==> src/rtl/regfile_wb_if.sv <==
`default_nettype none
// ============================================================================
// Module      : regfile_wb_if
// Description : Bundle of write-back, decode read, HI/LO and debug signals
//               between the pipeline and the architectural register file.
// Revision    : 1.0 - initial release
// ============================================================================
interface regfile_wb_if #(
    parameter int DATA_W = 32,
    parameter int ADDR_W = 5
);
    // Write-back
    logic [ADDR_W-1:0] wb_wd;
    logic              wb_wreg;
    logic [DATA_W-1:0] wb_wdata;
    logic [DATA_W-1:0] wb_hi;
    logic [DATA_W-1:0] wb_lo;
    logic              wb_whilo;

    // Decode-stage read ports
    logic              re1;
    logic              re2;
    logic [ADDR_W-1:0] raddr1;
    logic [ADDR_W-1:0] raddr2;
    logic [DATA_W-1:0] rdata1;
    logic [DATA_W-1:0] rdata2;
    logic [DATA_W-1:0] hi_o;
    logic [DATA_W-1:0] lo_o;

    // Debug port: one extra address bit selects HI/LO/reserved
    logic              dbg_req;
    logic [ADDR_W:0]   dbg_addr;
    logic              dbg_ack;
    logic [DATA_W-1:0] dbg_data;

    modport master (
        output wb_wd, wb_wreg, wb_wdata, wb_hi, wb_lo, wb_whilo,
        output re1, re2, raddr1, raddr2,
        input  rdata1, rdata2, hi_o, lo_o,
        output dbg_req, dbg_addr,
        input  dbg_ack, dbg_data
    );

    modport slave (
        input  wb_wd, wb_wreg, wb_wdata, wb_hi, wb_lo, wb_whilo,
        input  re1, re2, raddr1, raddr2,
        output rdata1, rdata2, hi_o, lo_o,
        input  dbg_req, dbg_addr,
        output dbg_ack, dbg_data
    );
endinterface
`default_nettype wire

==> src/rtl/regfile_wb.sv <==
`default_nettype none
// ============================================================================
// Module      : regfile_wb
// Description : 32x32 GPR file plus HI/LO with write-through bypass on all
//               reads and a four-phase registered debug snapshot port.
// Revision    : 1.0 - initial release
// ============================================================================
module regfile_wb #(
    parameter int DATA_W = 32,
    parameter int ADDR_W = 5
) (
    input  wire logic   clk,
    input  wire logic   rst,        // active-low, asynchronous assert
    regfile_wb_if.slave bus
);

    localparam int c_NUM_REGS = 1 << ADDR_W;

    localparam logic [0:0] c_S_IDLE = 1'b0;
    localparam logic [0:0] c_S_ACK  = 1'b1;

    logic [DATA_W-1:0] w_gpr [0:c_NUM_REGS-1];
    logic [DATA_W-1:0] r_hi;
    logic [DATA_W-1:0] r_lo;
    logic [DATA_W-1:0] w_hi;
    logic [DATA_W-1:0] w_lo;
    logic [DATA_W-1:0] w_rdata1;
    logic [DATA_W-1:0] w_rdata2;
    logic [DATA_W-1:0] w_dbg_sel;
    logic [ADDR_W-1:0] w_dbg_idx;
    logic [0:0]        r_state;
    logic              r_dbg_ack;
    logic [DATA_W-1:0] r_dbg_data;

    // One flop bank per register; r0 is a constant so it never needs storage.
    genvar gi;
    generate
        for (gi = 0; gi < c_NUM_REGS; gi++) begin : g_gpr
            if (gi == 0) begin : g_zero
                assign w_gpr[gi] = '0;
            end else begin : g_reg
                logic [DATA_W-1:0] r_q;
                always_ff @(posedge clk or negedge rst) begin
                    if (!rst) begin
                        r_q <= '0;
                    end else if (bus.wb_wreg && (bus.wb_wd == ADDR_W'(gi))) begin
                        r_q <= bus.wb_wdata;
                    end
                end
                assign w_gpr[gi] = r_q;
            end
        end
    endgenerate

    always_ff @(posedge clk or negedge rst) begin
        if (!rst) begin
            r_hi <= '0;
            r_lo <= '0;
        end else if (bus.wb_whilo) begin
            r_hi <= bus.wb_hi;
            r_lo <= bus.wb_lo;
        end
    end

    assign w_hi = bus.wb_whilo ? bus.wb_hi : r_hi;
    assign w_lo = bus.wb_whilo ? bus.wb_lo : r_lo;

    always_comb begin
        w_rdata1 = '0;
        if (bus.re1 && (bus.raddr1 != '0)) begin
            if (bus.wb_wreg && (bus.wb_wd == bus.raddr1)) begin
                w_rdata1 = bus.wb_wdata;
            end else begin
                w_rdata1 = w_gpr[bus.raddr1];
            end
        end
    end

    always_comb begin
        w_rdata2 = '0;
        if (bus.re2 && (bus.raddr2 != '0)) begin
            if (bus.wb_wreg && (bus.wb_wd == bus.raddr2)) begin
                w_rdata2 = bus.wb_wdata;
            end else begin
                w_rdata2 = w_gpr[bus.raddr2];
            end
        end
    end

    // Debug selection mirrors a bypassed read so a capture sees post-write state.
    assign w_dbg_idx = bus.dbg_addr[ADDR_W-1:0];

    always_comb begin
        w_dbg_sel = '0;
        if (!bus.dbg_addr[ADDR_W]) begin
            if (w_dbg_idx != '0) begin
                if (bus.wb_wreg && (bus.wb_wd == w_dbg_idx)) begin
                    w_dbg_sel = bus.wb_wdata;
                end else begin
                    w_dbg_sel = w_gpr[w_dbg_idx];
                end
            end
        end else if (w_dbg_idx == ADDR_W'(0)) begin
            w_dbg_sel = w_hi;
        end else if (w_dbg_idx == ADDR_W'(1)) begin
            w_dbg_sel = w_lo;
        end
    end

    always_ff @(posedge clk or negedge rst) begin
        if (!rst) begin
            r_state    <= c_S_IDLE;
            r_dbg_ack  <= 1'b0;
            r_dbg_data <= '0;
        end else if (r_state == c_S_IDLE) begin
            if (bus.dbg_req) begin
                r_state    <= c_S_ACK;
                r_dbg_ack  <= 1'b1;
                r_dbg_data <= w_dbg_sel;
            end
        end else begin
            if (!bus.dbg_req) begin
                r_state   <= c_S_IDLE;
                r_dbg_ack <= 1'b0;
            end
        end
    end

    assign bus.rdata1   = w_rdata1;
    assign bus.rdata2   = w_rdata2;
    assign bus.hi_o     = w_hi;
    assign bus.lo_o     = w_lo;
    assign bus.dbg_ack  = r_dbg_ack;
    assign bus.dbg_data = r_dbg_data;

endmodule
`default_nettype wire

==> src/flat_wrapper.sv <==
// flat-port wrapper written by rule: the top's interface ports become plain ports
module regfile_wb_flat 
#(
    parameter int DATA_W = 32,
    parameter int ADDR_W = 5
)
  (clk, rst, bus_wb_wd, bus_wb_wreg, bus_wb_wdata, bus_wb_hi, bus_wb_lo, bus_wb_whilo, bus_re1, bus_re2, bus_raddr1, bus_raddr2, bus_rdata1, bus_rdata2, bus_hi_o, bus_lo_o, bus_dbg_req, bus_dbg_addr, bus_dbg_ack, bus_dbg_data);
  regfile_wb_if #(.DATA_W(DATA_W), .ADDR_W(ADDR_W)) bus_i ();
  input  wire logic clk;
  input  wire logic rst;
  input wire logic [$bits(bus_i.wb_wd)-1:0] bus_wb_wd;
  input wire logic [$bits(bus_i.wb_wreg)-1:0] bus_wb_wreg;
  input wire logic [$bits(bus_i.wb_wdata)-1:0] bus_wb_wdata;
  input wire logic [$bits(bus_i.wb_hi)-1:0] bus_wb_hi;
  input wire logic [$bits(bus_i.wb_lo)-1:0] bus_wb_lo;
  input wire logic [$bits(bus_i.wb_whilo)-1:0] bus_wb_whilo;
  input wire logic [$bits(bus_i.re1)-1:0] bus_re1;
  input wire logic [$bits(bus_i.re2)-1:0] bus_re2;
  input wire logic [$bits(bus_i.raddr1)-1:0] bus_raddr1;
  input wire logic [$bits(bus_i.raddr2)-1:0] bus_raddr2;
  output wire logic [$bits(bus_i.rdata1)-1:0] bus_rdata1;
  output wire logic [$bits(bus_i.rdata2)-1:0] bus_rdata2;
  output wire logic [$bits(bus_i.hi_o)-1:0] bus_hi_o;
  output wire logic [$bits(bus_i.lo_o)-1:0] bus_lo_o;
  input wire logic [$bits(bus_i.dbg_req)-1:0] bus_dbg_req;
  input wire logic [$bits(bus_i.dbg_addr)-1:0] bus_dbg_addr;
  output wire logic [$bits(bus_i.dbg_ack)-1:0] bus_dbg_ack;
  output wire logic [$bits(bus_i.dbg_data)-1:0] bus_dbg_data;
  assign bus_i.wb_wd = bus_wb_wd;
  assign bus_i.wb_wreg = bus_wb_wreg;
  assign bus_i.wb_wdata = bus_wb_wdata;
  assign bus_i.wb_hi = bus_wb_hi;
  assign bus_i.wb_lo = bus_wb_lo;
  assign bus_i.wb_whilo = bus_wb_whilo;
  assign bus_i.re1 = bus_re1;
  assign bus_i.re2 = bus_re2;
  assign bus_i.raddr1 = bus_raddr1;
  assign bus_i.raddr2 = bus_raddr2;
  assign bus_rdata1 = bus_i.rdata1;
  assign bus_rdata2 = bus_i.rdata2;
  assign bus_hi_o = bus_i.hi_o;
  assign bus_lo_o = bus_i.lo_o;
  assign bus_i.dbg_req = bus_dbg_req;
  assign bus_i.dbg_addr = bus_dbg_addr;
  assign bus_dbg_ack = bus_i.dbg_ack;
  assign bus_dbg_data = bus_i.dbg_data;
  regfile_wb #(.DATA_W(DATA_W), .ADDR_W(ADDR_W)) u_core (.clk(clk), .rst(rst), .bus(bus_i));
endmodule
==> config.mk <==
export PLATFORM = sky130hd
export DESIGN_NAME = regfile_wb_flat
export DESIGN_NICKNAME = d
export VERILOG_FILES = /design/src/rtl/regfile_wb_if.sv /design/src/rtl/regfile_wb.sv /design/src/flat_wrapper.sv
export SDC_FILE = /design/constraint.sdc
export NUM_CORES = 2
export LEC_CHECK = 0
export ABC_AREA = 0
export CAP_MARGIN = 5
export CORE_UTILIZATION = 40
export CTS_CLUSTER_DIAMETER = 50
export DETAILED_ROUTE_END_ITERATION = 8
export PLACE_DENSITY = 0.66
export SLEW_MARGIN = 5
export SYNTH_ARGS = -nofsm -noshare
export SYNTH_HDL_FRONTEND = slang
export SYNTH_SLANG_ARGS = --single-unit
==> constraint.sdc <==
create_clock -name clk -period 5.1 [get_ports clk]
set_input_delay 1.275 -clock clk [delete_from_list [all_inputs] [get_ports clk]]
set_output_delay 1.275 -clock clk [all_outputs]
set_load 0.05 [all_outputs]
# After elaboration in Yosys (flattened, before gate mapping)
# Cells that the tools add are included.
# word_totals
mem_count	0
rom_bits	0
input_bits	124
register_bits	1090
latch_bits	0
out_inout_bits	161
mem_bits_rw	0
wordCells	146
# op_classes
magnitude_cmp	3
add_sub_neg	0
n_mux	24
n_reduce_logical	43
div	0
n_bitwise	4
multipliers	0
shifts	0
eq_ne	36
# op_table
cell	count
$mux W32	17
$bmux W32 S5	3
$eq A5 B5 Y1 const B	16
$eq A5 B4 Y1 const B	8
$logic_and A1 B1 Y1	36
$eq A5 B3 Y1 const B	4
$ge A6 B6 Y1 const B	3
$not A5 Y6	3
$eq A5 B5 Y1	3
$reduce_bool A5 Y1	3
$eq A5 B1 Y1 const B	2
$eq A5 B2 Y1 const B	2
$logic_not A5 Y1	1
$mux W1	4
$reduce_and A2 Y1	2
$ne A2 B2 Y1 const B	1
$reduce_bool A2 Y1	1
$not A1 Y1	1

# Depth between registers and ports, before layout
# logic_depth
word_depth	7
mapped_depth	11
ltp_nobuf	6

# Least setup slack after synthesis
# Ideal clock, no wire load.
# synth_timing
path_kind	input port to output port
start	input port bus_raddr2[0]
end	output port bus_rdata2[27]
path_stages	8
path_buffers	4
required_ps	3825
t_arrival_ps	4230
path_slack_ps	-405
path_cell_list	buf_2 -> buf_6 -> buf_4 -> buf_2 -> mux2i_1 -> mux4_2 -> nor2_1 -> o41ai_1
# synth_via
elab_chain_len	6
word_cells_on_any_way	10
classes_between	eq/ne (1); mux (5); bitwise (1); reduce/logical (3)
# synth_rtl
item	line	text
from (decl)	flat_wrapper.sv:20	input wire logic [$bits(bus_i.raddr2)-1:0] bus_raddr2;
$not A5 Y6 (not written as such)	regfile_wb.sv:85	w_rdata2 = w_gpr[bus.raddr2];
$bmux W32 S5	regfile_wb.sv:85	
$mux W32 (not written as such) (2 in a row)	regfile_wb.sv:85	
$mux W32	regfile_wb.sv:82	if (bus.wb_wreg && (bus.wb_wd == bus.raddr2)) begin
$mux W32 (*)	regfile_wb.sv:81	if (bus.re2 && (bus.raddr2 != '0)) begin
to (decl)	flat_wrapper.sv:22	output wire logic [$bits(bus_i.rdata2)-1:0] bus_rdata2;
# Every way passes the cells marked *; elsewhere a longest branch is shown, timed or not. The select of a mux whose other input is x is not followed.

# Worst setup path after layout
# layout_timing
start	input port bus_raddr1[4]
end	output port bus_rdata1[1]
# layout_via
elab_chain_len	6
word_cells_on_any_way	10
classes_between	eq/ne (1); mux (5); bitwise (1); reduce/logical (3)
# layout_rtl
item	line	text
from (decl)	flat_wrapper.sv:19	input wire logic [$bits(bus_i.raddr1)-1:0] bus_raddr1;
$not A5 Y6 (not written as such)	regfile_wb.sv:74	w_rdata1 = w_gpr[bus.raddr1];
$bmux W32 S5	regfile_wb.sv:74	
$mux W32 (not written as such) (2 in a row)	regfile_wb.sv:74	
$mux W32	regfile_wb.sv:71	if (bus.wb_wreg && (bus.wb_wd == bus.raddr1)) begin
$mux W32 (*)	regfile_wb.sv:70	if (bus.re1 && (bus.raddr1 != '0)) begin
to (decl)	flat_wrapper.sv:21	output wire logic [$bits(bus_i.rdata1)-1:0] bus_rdata1;
# Marked as above.

==> results.yml <==
routing:
  via_per_inst: 6.76
  dr.pass1.iters: 5
  route.vias.total: 49078
  drt.antenna.violating_nets: 0
  drt-total-wl_um: 254000
  drt_iter0_drc: 6340
  wl_per_cell_um: 35.0
  drc_errors: 0
outcome:
  status: "finished, final reports clean"
layout:
  drive_gt1_share_pct: 53.6
  fillCellCount: 14057
  area_growth_pct: 20.1
  final_cells: 7255
  nNetsFinal: 5077
  fin_area_um2: 79700
critical_path:
  cp_slowest_cell: "o41ai_4"
  crit_arrival_ps: 3820
  path_class: "in2out"
  cp_data_required_time_ps: 3830
  path_common_cell: "buf_12"
  path_buf_inv: 3
  path_cells: "buf_2 -> or2_1 -> o41ai_4 -> a31oi_4 -> buf_12 -> o2111ai_1 -> nand2_1 -> buf_12"
  cp_max_fo: 8
  slowest_delay_ps: 920
  end_kind: "output pin"
  crit_path_start_kind: "input pin"
  cp_top_family: "compound AO/OA/AOI/OAI gates"
die:
  ioPinCount: 285
  die_w_um: 409
  core-area_um2: 165000
  dieArea_um2: 168000
  rows: 149
  die-height_um: 409
  start_util_pct: 40.3
clock_network:
  clockBufferDepth: 3
  clk_pin_slew_ps: 60
  clk_latency_ps: 790
  cts.sinks: 1090
  cts_tree: "done"
  cts_hold_buf: 0
  htreeDepth: 4
  cts_root_buf: "clkbuf_16"
  cts_buffers: 136
synthesis:
  yosys.area.top_type: "dfrtp_1"
  synth_most_common_cell: "mux2_2"
  async_reset_ff_share_pct: 100
  ys.flop_type: "dfrtp_1"
  synth_edf_count: 0
  ys_seq_elements: 1090
  synth_top_area_share_pct: 41.1
  ys_top_cells_by_area: "dfrtp_1 (41%), mux4_2 (25%), mux2_2 (19%), clkbuf_1 (1.5%), mux2i_1 (1.5%)"
  syn_nets: 4752
  synth.distinct_cells: 66
  synth_common_cells: "mux2_2 (1125), dfrtp_1 (1090), mux4_2 (744)"
  netlist_instances: 4627
  syn-cell-area_um2: 66400
  yosys_warnings: 0
  syn_area_per_cell_um2: 14.4
  yosysSeqAreaShare_pct: 41.1
power:
  ir_drop_mv: 0.281
  leakagePower_uw: 0.0331
  p_int_uw: 20800
  p_sw_share_pct: 30.7
  p_switching_uw: 9220
  power_frac_clock_pct: 33.8
  seq_power_share_pct: 39.5
  p_comb_share_pct: 26.7
  powerDensity_nw_per_um2: 377
timing:
  tightest_slew_ps: 1160
  max_slew_margin_pct: 22.3
  setup_viol: 0
  grt_setup_unrepaired: "false"
  whs_ps: 473
  hold_viol: 0
  finClkSkew_ps: 29.0
  clock.fmax_mhz: 196
  layout_setup_ws_ps: 1.90
  period_minus_slack_ps: 5100
  finalMaxSlewViolations: 0
  fin_crit_sh_pct: 100
  tns_ps: 0
min_path:
  hold_path.class: "reg2reg"
global_routing:
  grt_pass1_wl_um: 365000
  grt_pass1_vias: 49119
  antenna_found_initial: 21
  grt_max_degree: 155
  overflow: 0
  grt.total_usage_pct: 30.1
place:
  placed_cells: 6995
  pre_cts_ws_ps: -419
  place.gp.congestion: 0.925
  io_buffers: 284
  place_area_um2: 74700
  dp_hpwl_um: 167000
flow_run:
  maxCapViolations: 0
[cells in the final DEF, fill, tap and decap left out, drive strengths merged, types with 20 or more instances in the layout]
cell type,n
o211ai,37
inv,50
nand2,215
clkinv,32
clkbuf,178
nand3,49
clkdlybuf4s50,204
buf,500
mux2i,99
nor2,127
a311oi,24
dfrtp,1090
o41ai,44
nor2b,61
mux4,744
a211oi,59
o22ai,51
nand2b,20
a22o,34
mux2,1134
a22oi,78
[sequential cells by signal (all words and copies together), names as in the netlist]
name	cells
u_core.bus.dbg_ack	1
u_core.bus.dbg_data	32
u_core.g_gpr.g_reg.r_q	992
u_core.r_hi	32
u_core.r_lo	32
u_core.r_state	1
[final timing paths]
path	start	endpoint	slack, ps	cells past startpoint
hold reg to reg	u_core.r_state	u_core.bus.dbg_ack	470	1
min in group asynchronous	rst	u_core.g_gpr[12].g_reg.r_q[4]	500	1
setup / recovery	bus_raddr1[4]	bus_rdata1[1]	2	8
setup reg to reg	u_core.r_state	u_core.bus.dbg_data[17]	2750	5
hold / removal	u_core.r_state	u_core.bus.dbg_ack	470	1
max in group asynchronous	rst	u_core.g_gpr[6].g_reg.r_q[12]	3210	2
[power groups by stage]
stage               logic (µW)  registers (µW)  clock network (µW)
floorplan                 5440           11500                   0
global placement          7760           11800                   0
detailed placement        7880           11900                   0
CTS                       7960           11800               10300
global route              8390           12100               10600
finish                    8030           11900               10200
[stage by stage]
| stage | total power, µW | utilization [%] |
|---|---|---|
| CTS | 30000 | 48.3 |
| floorplan | 17000 | - |
| finish | 30100 | 48.4 |
| global route | 31100 | 48.4 |
| detailed placement | 19800 | 45.3 |
| global placement | 19500 | 45.3 |
[final cells by class]
| type | instances | area [µm²] | share of cell area (%) |
|---|---|---|---|
| antenna | 3 | 7.51 | 0.00942 |
| clock buffer | 176 | 3860 | 4.84 |
| clock inverter | 73 | 853 | 1.07 |
| inverter | 36 | 136 | 0.171 |
| multi-input combinational | 2981 | 37300 | 46.8 |
| sequential | 1090 | 27300 | 34.2 |
| tap | 2189 | 2740 | 3.44 |
| timing repair buffer | 707 | 7520 | 9.43 |
[kinds of logic after synthesis]
group,synth area share [%]
compound gates,5.09
xor+xnor,0.198
fa+ha+maj,0.0188
buf+inv,3.79
flops,41.1
mux,46.0
simple gates,3.88
[metal layers]
metal / vias up / wire, µm / GRT usage (%)
met4: 22 / 15600 / 16.1
met3: 784 / 32200 / 9.83
met2: 3415 / 113000 / 44.9
li1: 18968 / - / -
met5: - / 128 / 0
met1: 25889 / 93100 / 38.8
[what timing repair did]
action,in CTS,in global routing
endpoints found under the hold margin,0,0
gates cloned,0,0
buffers inserted,0,7
pin swaps,1,2
endpoints found under the setup margin,28,7
gates resized for setup,34,2
No activity file was read; power rests on OpenSTA's default activity.
